`config.mk`:
```
export PLATFORM = sky130hd
export DESIGN_NAME = ysyx_23060201_seq_ctrl
export DESIGN_NICKNAME = d
export VERILOG_FILES = /design/src/rtl/ysyx_23060201_seq_ctrl.sv
export SDC_FILE = /design/constraint.sdc
export NUM_CORES = 1
export LEC_CHECK = 0
export CAP_MARGIN = 0
export CORE_ASPECT_RATIO = 1.2
export CORE_UTILIZATION = 30
export DETAILED_ROUTE_END_ITERATION = 10
export PLACE_DENSITY = 0.57
export SYNTH_ARGS = -nofsm -noshare
export SYNTH_HDL_FRONTEND = slang
export SYNTH_SLANG_ARGS = --single-unit
```
`constraint.sdc`:
```
create_clock -name clk -period 2.43 [get_ports clk]
set_input_delay 0.486 -clock clk [delete_from_list [all_inputs] [get_ports clk]]
set_output_delay 0.486 -clock clk [all_outputs]
set_load 0.02 [all_outputs]
```
`src/rtl/ysyx_23060201_seq_ctrl.sv`:
```
// ysyx_23060201_seq_ctrl
// Multi-cycle sequencer for the single-issue NPC core. Owns the PC, walks each
// instruction through fetch, decode, execute, optional memory access and
// writeback, drives the instruction/data memory handshakes, gates the GPR
// write enable to the writeback cycle and counts retired instructions.
// All outputs are decoded from registers (Moore), except gpr_wen which passes
// the EXU enable through only while in writeback.
//
// Optional build macro: YSYX_23060201_SEQ_WATCHDOG_EN
//   When defined, a watchdog halts the core with halt_code 2 if a memory
//   request/response phase lasts TIMEOUT_CYCLES cycles.
module ysyx_23060201_seq_ctrl #(
  parameter logic [31:0] RESET_PC       = 32'h8000_0000,
  parameter int unsigned TIMEOUT_CYCLES = 256
) (
  input  logic        clk,
  input  logic        rst,
  // instruction memory
  output logic        imem_req_valid,
  input  logic        imem_req_ready,
  output logic [31:0] imem_addr,
  input  logic        imem_rsp_valid,
  input  logic [31:0] imem_rdata,
  // IDU / EXU
  output logic [31:0] inst,
  output logic [31:0] pc,
  input  logic [31:0] dnpc,
  input  logic        exu_gpr_wen,
  input  logic        is_mem,
  input  logic        is_ebreak,
  // data memory
  output logic        lsu_req_valid,
  input  logic        lsu_req_ready,
  input  logic        lsu_rsp_valid,
  // register file / status
  output logic        gpr_wen,
  output logic [63:0] instret,
  output logic        halt,
  output logic [1:0]  halt_code
);

  localparam logic [1:0] HALT_EBREAK   = 2'd0;
  localparam logic [1:0] HALT_MISALIGN = 2'd1;
  localparam logic [1:0] HALT_TIMEOUT  = 2'd2;

  typedef enum logic [3:0] {
    S_IDLE       = 4'd0,
    S_FETCH_REQ  = 4'd1,
    S_FETCH_WAIT = 4'd2,
    S_DECODE     = 4'd3,
    S_EXEC       = 4'd4,
    S_MEM_REQ    = 4'd5,
    S_MEM_WAIT   = 4'd6,
    S_WB         = 4'd7,
    S_HALT       = 4'd8
  } state_t;

  state_t      state_reg, state_next;
  logic [31:0] pc_reg, pc_next;
  logic [31:0] inst_reg, inst_next;
  logic [63:0] instret_reg, instret_next;
  logic [1:0]  halt_code_reg, halt_code_next;

  // High when the watchdog has expired in a memory phase; constant 0 otherwise.
  logic        timeout;

`ifdef YSYX_23060201_SEQ_WATCHDOG_EN
  logic [31:0] wdog_reg, wdog_next;
  logic        wdog_active;
  logic        wdog_entry;

  // Counting covers every cycle spent requesting or waiting on either memory.
  assign wdog_active = (state_reg == S_FETCH_REQ)  || (state_reg == S_FETCH_WAIT) ||
                       (state_reg == S_MEM_REQ)    || (state_reg == S_MEM_WAIT);
  // Entering a request state starts a fresh measurement.
  assign wdog_entry  = (state_next != state_reg) &&
                       ((state_next == S_FETCH_REQ) || (state_next == S_MEM_REQ));
  assign timeout     = wdog_active && (wdog_reg >= TIMEOUT_CYCLES);

  // Watchdog next value: clear on entry, otherwise count while active.
  always_comb begin
    wdog_next = wdog_reg;
    if (wdog_entry) begin
      wdog_next = '0;
    end else if (wdog_active) begin
      wdog_next = wdog_reg + 32'd1;
    end
  end

  // Watchdog counter register.
  always_ff @(posedge clk) begin
    if (rst) begin
      wdog_reg <= '0;
    end else begin
      wdog_reg <= wdog_next;
    end
  end
`else
  // Without the watchdog the limit has no effect; fold it into a sink net.
  logic unused_timeout_cfg;
  assign unused_timeout_cfg = ^TIMEOUT_CYCLES;
  assign timeout            = 1'b0;
`endif

  // Next-state and datapath register updates for the instruction walk.
  always_comb begin
    state_next     = state_reg;
    pc_next        = pc_reg;
    inst_next      = inst_reg;
    instret_next   = instret_reg;
    halt_code_next = halt_code_reg;

    case (state_reg)
      S_IDLE: begin
        state_next = S_FETCH_REQ;
      end

      S_FETCH_REQ: begin
        if (timeout) begin
          state_next     = S_HALT;
          halt_code_next = HALT_TIMEOUT;
        end else if (imem_req_ready) begin
          state_next = S_FETCH_WAIT;
        end
      end

      S_FETCH_WAIT: begin
        if (timeout) begin
          state_next     = S_HALT;
          halt_code_next = HALT_TIMEOUT;
        end else if (imem_rsp_valid) begin
          inst_next  = imem_rdata;
          state_next = S_DECODE;
        end
      end

      // Gives the IDU/EXU combinational paths a full cycle to settle.
      S_DECODE: begin
        state_next = S_EXEC;
      end

      // ebreak outranks a misaligned target; neither retires.
      S_EXEC: begin
        if (is_ebreak) begin
          state_next     = S_HALT;
          halt_code_next = HALT_EBREAK;
        end else if (dnpc[1:0] != 2'b00) begin
          state_next     = S_HALT;
          halt_code_next = HALT_MISALIGN;
        end else if (is_mem) begin
          state_next = S_MEM_REQ;
        end else begin
          state_next = S_WB;
        end
      end

      S_MEM_REQ: begin
        if (timeout) begin
          state_next     = S_HALT;
          halt_code_next = HALT_TIMEOUT;
        end else if (lsu_req_ready) begin
          state_next = S_MEM_WAIT;
        end
      end

      S_MEM_WAIT: begin
        if (timeout) begin
          state_next     = S_HALT;
          halt_code_next = HALT_TIMEOUT;
        end else if (lsu_rsp_valid) begin
          state_next = S_WB;
        end
      end

      // Retire: commit the EXU next-PC and bump the counter (wraps naturally).
      S_WB: begin
        pc_next      = dnpc;
        instret_next = instret_reg + 64'd1;
        state_next   = S_FETCH_REQ;
      end

      // Absorbing: only reset leaves.
      S_HALT: begin
        state_next = S_HALT;
      end

      default: begin
        state_next = S_IDLE;
      end
    endcase
  end

  // Sequencer state and architectural registers.
  always_ff @(posedge clk) begin
    if (rst) begin
      state_reg     <= S_IDLE;
      pc_reg        <= RESET_PC;
      inst_reg      <= '0;
      instret_reg   <= '0;
      halt_code_reg <= HALT_EBREAK;
    end else begin
      state_reg     <= state_next;
      pc_reg        <= pc_next;
      inst_reg      <= inst_next;
      instret_reg   <= instret_next;
      halt_code_reg <= halt_code_next;
    end
  end

  // Requests are pure state decodes, so a valid holds until its ready is seen
  // and the fetch address (pc) cannot move while it is high.
  assign imem_req_valid = (state_reg == S_FETCH_REQ);
  assign imem_addr      = pc_reg;
  assign lsu_req_valid  = (state_reg == S_MEM_REQ);
  assign gpr_wen        = (state_reg == S_WB) && exu_gpr_wen;
  assign inst           = inst_reg;
  assign pc             = pc_reg;
  assign instret        = instret_reg;
  assign halt           = (state_reg == S_HALT);
  assign halt_code      = halt_code_reg;

endmodule

```
Yosys cells after proc, flatten, opt, wreduce, memory -nomap -nowiden
Cells that the tools add are included.

Latch bits: 0. Flip-flop bits (word level): 134. Output and inout port bits: 166. Memories kept: 0. ROM bits: 0. Logic and storage cells: 36. RAM bits: 0. Input port bits: 73.

Reductions and logical operators: 8. Shift-type cells: 0. Muxes and demuxes: 10. $mul: 0. $add $sub $neg: 1. Equal/unequal tests: 12. Bitwise logic cells: 0. Div/mod/pow operators: 0. $lt $le $gt $ge: 0.

Operators by type and width (number): 64-bit by 1-bit adder with 64-bit output, second input constant (1); 4-bit case mux with 8 select lines (1); 4-bit 2-to-1 mux (6); 4-bit by 3-bit equality test with 1-bit output, second input constant (4); 4-bit by 2-bit equality test with 1-bit output, second input constant (2); 2-bit 2-to-1 mux (3); 4-bit by 1-bit equality test with 1-bit output, second input constant (1); 4-bit equality test, second input constant (1); 4-bit logical NOT (1); 2-bit by 1-bit inequality test with 1-bit output, second input constant (2); 2-bit inequality test, second input constant (2); 2-bit AND reduction (2); 4-bit AND reduction (1); 2-bit nonzero test (2); 2-bit OR reduction (1); 1-bit logical AND (1).

Depth between registers and ports, before layout
Depth in word-level cells: 4. Mapped depth: 8. Mapped depth without buffers: 6.

Worst setup path after synthesis
Ideal clock, no wire load.

Path type: reg-to-output. From: reg state_reg[0]. To: out gpr_wen. Stages on the path, launching flop included: 6. Required time: 1.944 ns. Slack: 0.206 ns. Arrival: 1.738 ns. Buffers on the path: 2. Path through: dfxtp_1 > clkbuf_1 > nand2_1 > nor3b_2 > clkbuf_1 > and2_1.

Longest elaborated chain between the ends: 2.

Ends and longest elaborated chain: start, declared (line 58) `state_t state_reg, state_next;`; start signal, assigned (line 202) `state_reg <= state_next;`; 4-bit by 3-bit equality test with 1-bit output (line 215) `assign gpr_wen = (state_reg == S_WB) && exu_gpr_wen;`; 1-bit logical AND (line 215); end, declared (line 36) `output logic gpr_wen,`.

No other way between the ends.

Worst setup path after layout
Same ends and word-level chain as after synthesis.

==> impl_metrics.yaml <==
detailed_routing:
  vias_per_instance: 4.69
  postRouteWirelength_um: 18000
  routed_wire_length_per_instance_um: 14.8
  detail_route.iter0.violations: 293
  vias: 5722
  final_antenna_net_count: 0
  drt_first_pass_iters: 4
  drcViolationCount: 0
clock_tree:
  cts.clk_slew.worst_paths_ns: 0.06
  htree_levels: 4
  cts.sinks: 133
  tritoncts: "done"
  insertion_delay_ns: 0.42
  cts_setup_buffers: 0
  cts-root-to-sink-buffers: 2
  cts.root.buffer_cell: "sky130_fd_sc_hd__clkbuf_16"
  cts_buffers: 17
  hold_buffers: 0
timing:
  final_critical_delay_including_setup_and_external_delays_ns: 2.28
  final.setup_skew_ns: 0.00921
  slew_violations: 0
  setup_viol: 0
  worst_pin_slew_ns: 0.545
  timing.fmax_ghz: 0.440
  period_share_pct: 93.6
  unrepaired_setup_endpoints_after_global_routing: "false"
  fin_tns_setup_ns: 0
  finalHoldViolCount: 0
  timing.slew.headroom_pct: 63.6
placed_design:
  place_congestion: 0.781
  post-dp-hpwl_um: 13300
  placement.io_buffers: 237
pwr:
  power.density_cell_area_nw_per_um2: 570
  clk_pwr_share_pct: 49.2
  switching_share_pct: 23.7
  vdd_ir_drop_max_v: 0.000414
  power.share.combinational_pct: 7.9
  total_leakage_power_nw: 3.17
  pwr-share-seq_pct: 42.9
  p_sw_w: 0.00124
  p_int_w: 0.00397
logic_synthesis:
  avgSynthCellArea_um2: 8.14
  yosysUniqueCellTypes: 44
  synth.yosys.seq_area_share_pct: 45.3
  post_synth_edffs: 0
  synth_area_um2: 5880
  dominantRegCellSynth: "sky130_fd_sc_hd__dfxtp_1"
  mappedNetlistNets: 796
  synth_cells: 722
  yosys_warnings: 0
  async_set_reset_flop_share_out_of_synthesis_pct: 0
  ys_ff_latch: 133
die:
  initial_utilization_pct: 30.9
  die-height_um: 155
  ios: 239
  core_area_um2: 19000
  die_w_um: 130
  design.die.area_um2: 20200
  floorplan.rows: 55
final_layout:
  antennaDiodeCount: 0
  final_layout_size_suffix_gt1_share_pct: 9.65
  share_of_the_core_filled_with_cells_in_the_final_layout_pct: 48.1
  syn2layout_area_growth_pct: 55.4
  finish.net_count: 1025
  largest_register_ffs: 64
critical_path:
  critPathArrivalTime_ns: 1.79
  critical_path_class: "flop to output pin"
  crit_start_category: "flop"
  end_kind: "output pin"
  timing.critical_path.fanout_max: 12
  required_ns: 1.94
grt:
  grt_antenna_before_repair: 0
  overflow: 0
  grt_max_degree: 47
  grt_pass1_wl_um: 28900
  first_global_vias: 5461
  grt_util_all_layers_pct: 18.5
run:
  drv_cap: 0
hold_path:
  holdCritPathClass: "flop to flop"
status:
  outcome: "completed"
cells in the mapped netlist (3+ instances only):
library cell,n,area share [%]
sky130_fd_sc_hd__clkbuf_1,34,2.2
sky130_fd_sc_hd__or4_1,7,0.89
sky130_fd_sc_hd__xor2_1,27,4.0
sky130_fd_sc_hd__or3_1,26,2.8
sky130_fd_sc_hd__nor4_4,5,1.8
sky130_fd_sc_hd__and2_1,5,0.53
sky130_fd_sc_hd__buf_4,34,4.3
sky130_fd_sc_hd__and3_1,5,0.53
sky130_fd_sc_hd__inv_1,9,0.57
sky130_fd_sc_hd__nand3_1,22,1.9
sky130_fd_sc_hd__a21oi_1,96,8.2
sky130_fd_sc_hd__xnor2_1,7,1.0
sky130_fd_sc_hd__o31ai_1,5,0.64
sky130_fd_sc_hd__o21ai_0,24,2.0
sky130_fd_sc_hd__nor2b_1,3,0.32
sky130_fd_sc_hd__nor3_1,4,0.34
sky130_fd_sc_hd__nand2_1,157,10
sky130_fd_sc_hd__nand4_1,35,3.7
sky130_fd_sc_hd__nor4_1,11,1.2
sky130_fd_sc_hd__dfxtp_1,133,45
sky130_fd_sc_hd__nor2_1,44,2.8
metrics by stage:
step	hold WS, ns	instances	worst slack [ns]	instance area, µm²	power, W
3_3_place_gp	0.440	1188	0.256	8550	0.00270
4_1_cts	0.455	1220	0.0922	9130	0.00529
5_1_grt	0.471	1220	0.0148	9130	0.00542
2_1_floorplan	0.534	722	0.206	5880	0.00246
6_report	0.453	1220	0.155	9130	0.00521
3_5_place_dp	0.448	1188	0.268	8550	0.00270
critical path, stage by stage, from the launching register on:
cell and delay [ns]:
sky130_fd_sc_hd__dfxtp_1 0.37, sky130_fd_sc_hd__buf_4 0.19, sky130_fd_sc_hd__nand2_1 0.14, sky130_fd_sc_hd__nor3b_4 0.23, sky130_fd_sc_hd__and2_1 0.15, sky130_fd_sc_hd__clkdlybuf4s15_1 0.29
layer usage:
layer | part of all wire (%) | track usage, % | up-vias
li1 | - | - | 2913
met1 | 42 | 22.0 | 2626
met2 | 50 | 31.0 | 166
met3 | 6.8 | 6.29 | 17
met4 | 1.4 | 5.98 | 0
met5 | 0 | 0 | -
path summary, 6_finish.rpt:
kind	endpoint	from	depth (start not counted)	slack, ns
worst max-delay path	gpr_wen	state_reg[0]	5	0.15
worst min-delay path	inst[16]	inst[16]	2	0.45
worst max register to register	instret[43]	instret[9]	6	0.29
worst min register to register	inst[16]	inst[16]	2	0.45
power by group through the flow:
stage	Clock, W	Combinational, W	Sequential (W)
2_1_floorplan	0	0.000144	0.00232
3_3_place_gp	0	0.000417	0.00228
6_report	0.00257	0.000410	0.00223
5_1_grt	0.00274	0.000449	0.00224
4_1_cts	0.00263	0.000416	0.00223
3_5_place_dp	0	0.000417	0.00228
logic make-up after synthesis:
group,synth area share (%)
buffers and inverters,7.52
XOR/XNOR,5.07
other,0.0638
multiplexers,0.554
AO/OA/AOI/OAI,11.6
AND/OR/NAND/NOR,29.7
flip-flops,45.3
adder cells (fa/ha/maj),0.213
cells in the final DEF (no fill, tap or decap), types with 5 or more instances in the layout:
master / instances
sky130_fd_sc_hd__clkdlybuf4s50_1: 232
sky130_fd_sc_hd__nand2_1: 157
sky130_fd_sc_hd__dfxtp_1: 133
sky130_fd_sc_hd__a21oi_1: 96
sky130_fd_sc_hd__nor2_1: 44
sky130_fd_sc_hd__buf_4: 43
sky130_fd_sc_hd__nand4_1: 35
sky130_fd_sc_hd__xor2_1: 27
sky130_fd_sc_hd__or3_1: 26
sky130_fd_sc_hd__o21ai_0: 24
sky130_fd_sc_hd__nand3_1: 22
sky130_fd_sc_hd__clkbuf_16: 17
sky130_fd_sc_hd__nor4_1: 10
sky130_fd_sc_hd__inv_1: 9
sky130_fd_sc_hd__or4_1: 7
sky130_fd_sc_hd__xnor2_1: 7
sky130_fd_sc_hd__and3_1: 5
sky130_fd_sc_hd__and2_1: 5
sky130_fd_sc_hd__nor4_4: 5
sky130_fd_sc_hd__o31ai_1: 5
area by class of cell:
class                      instances  area (µm²)
sequential                       133        2660
multi-input combinational        508        2780
timing repair buffer             282        2740
clock inverter                    14         151
tap                              256         320
clock buffer                      18         439
fill                            1918        9860
inverter                           9        33.8
what timing repair did:
action                     CTS  global route
hold endpoints to repair     0             0
pin swaps                    0             0
setup endpoints to repair    4             1
gates resized for setup      4             1
Note: power is estimated with default switching activity, not from simulation.
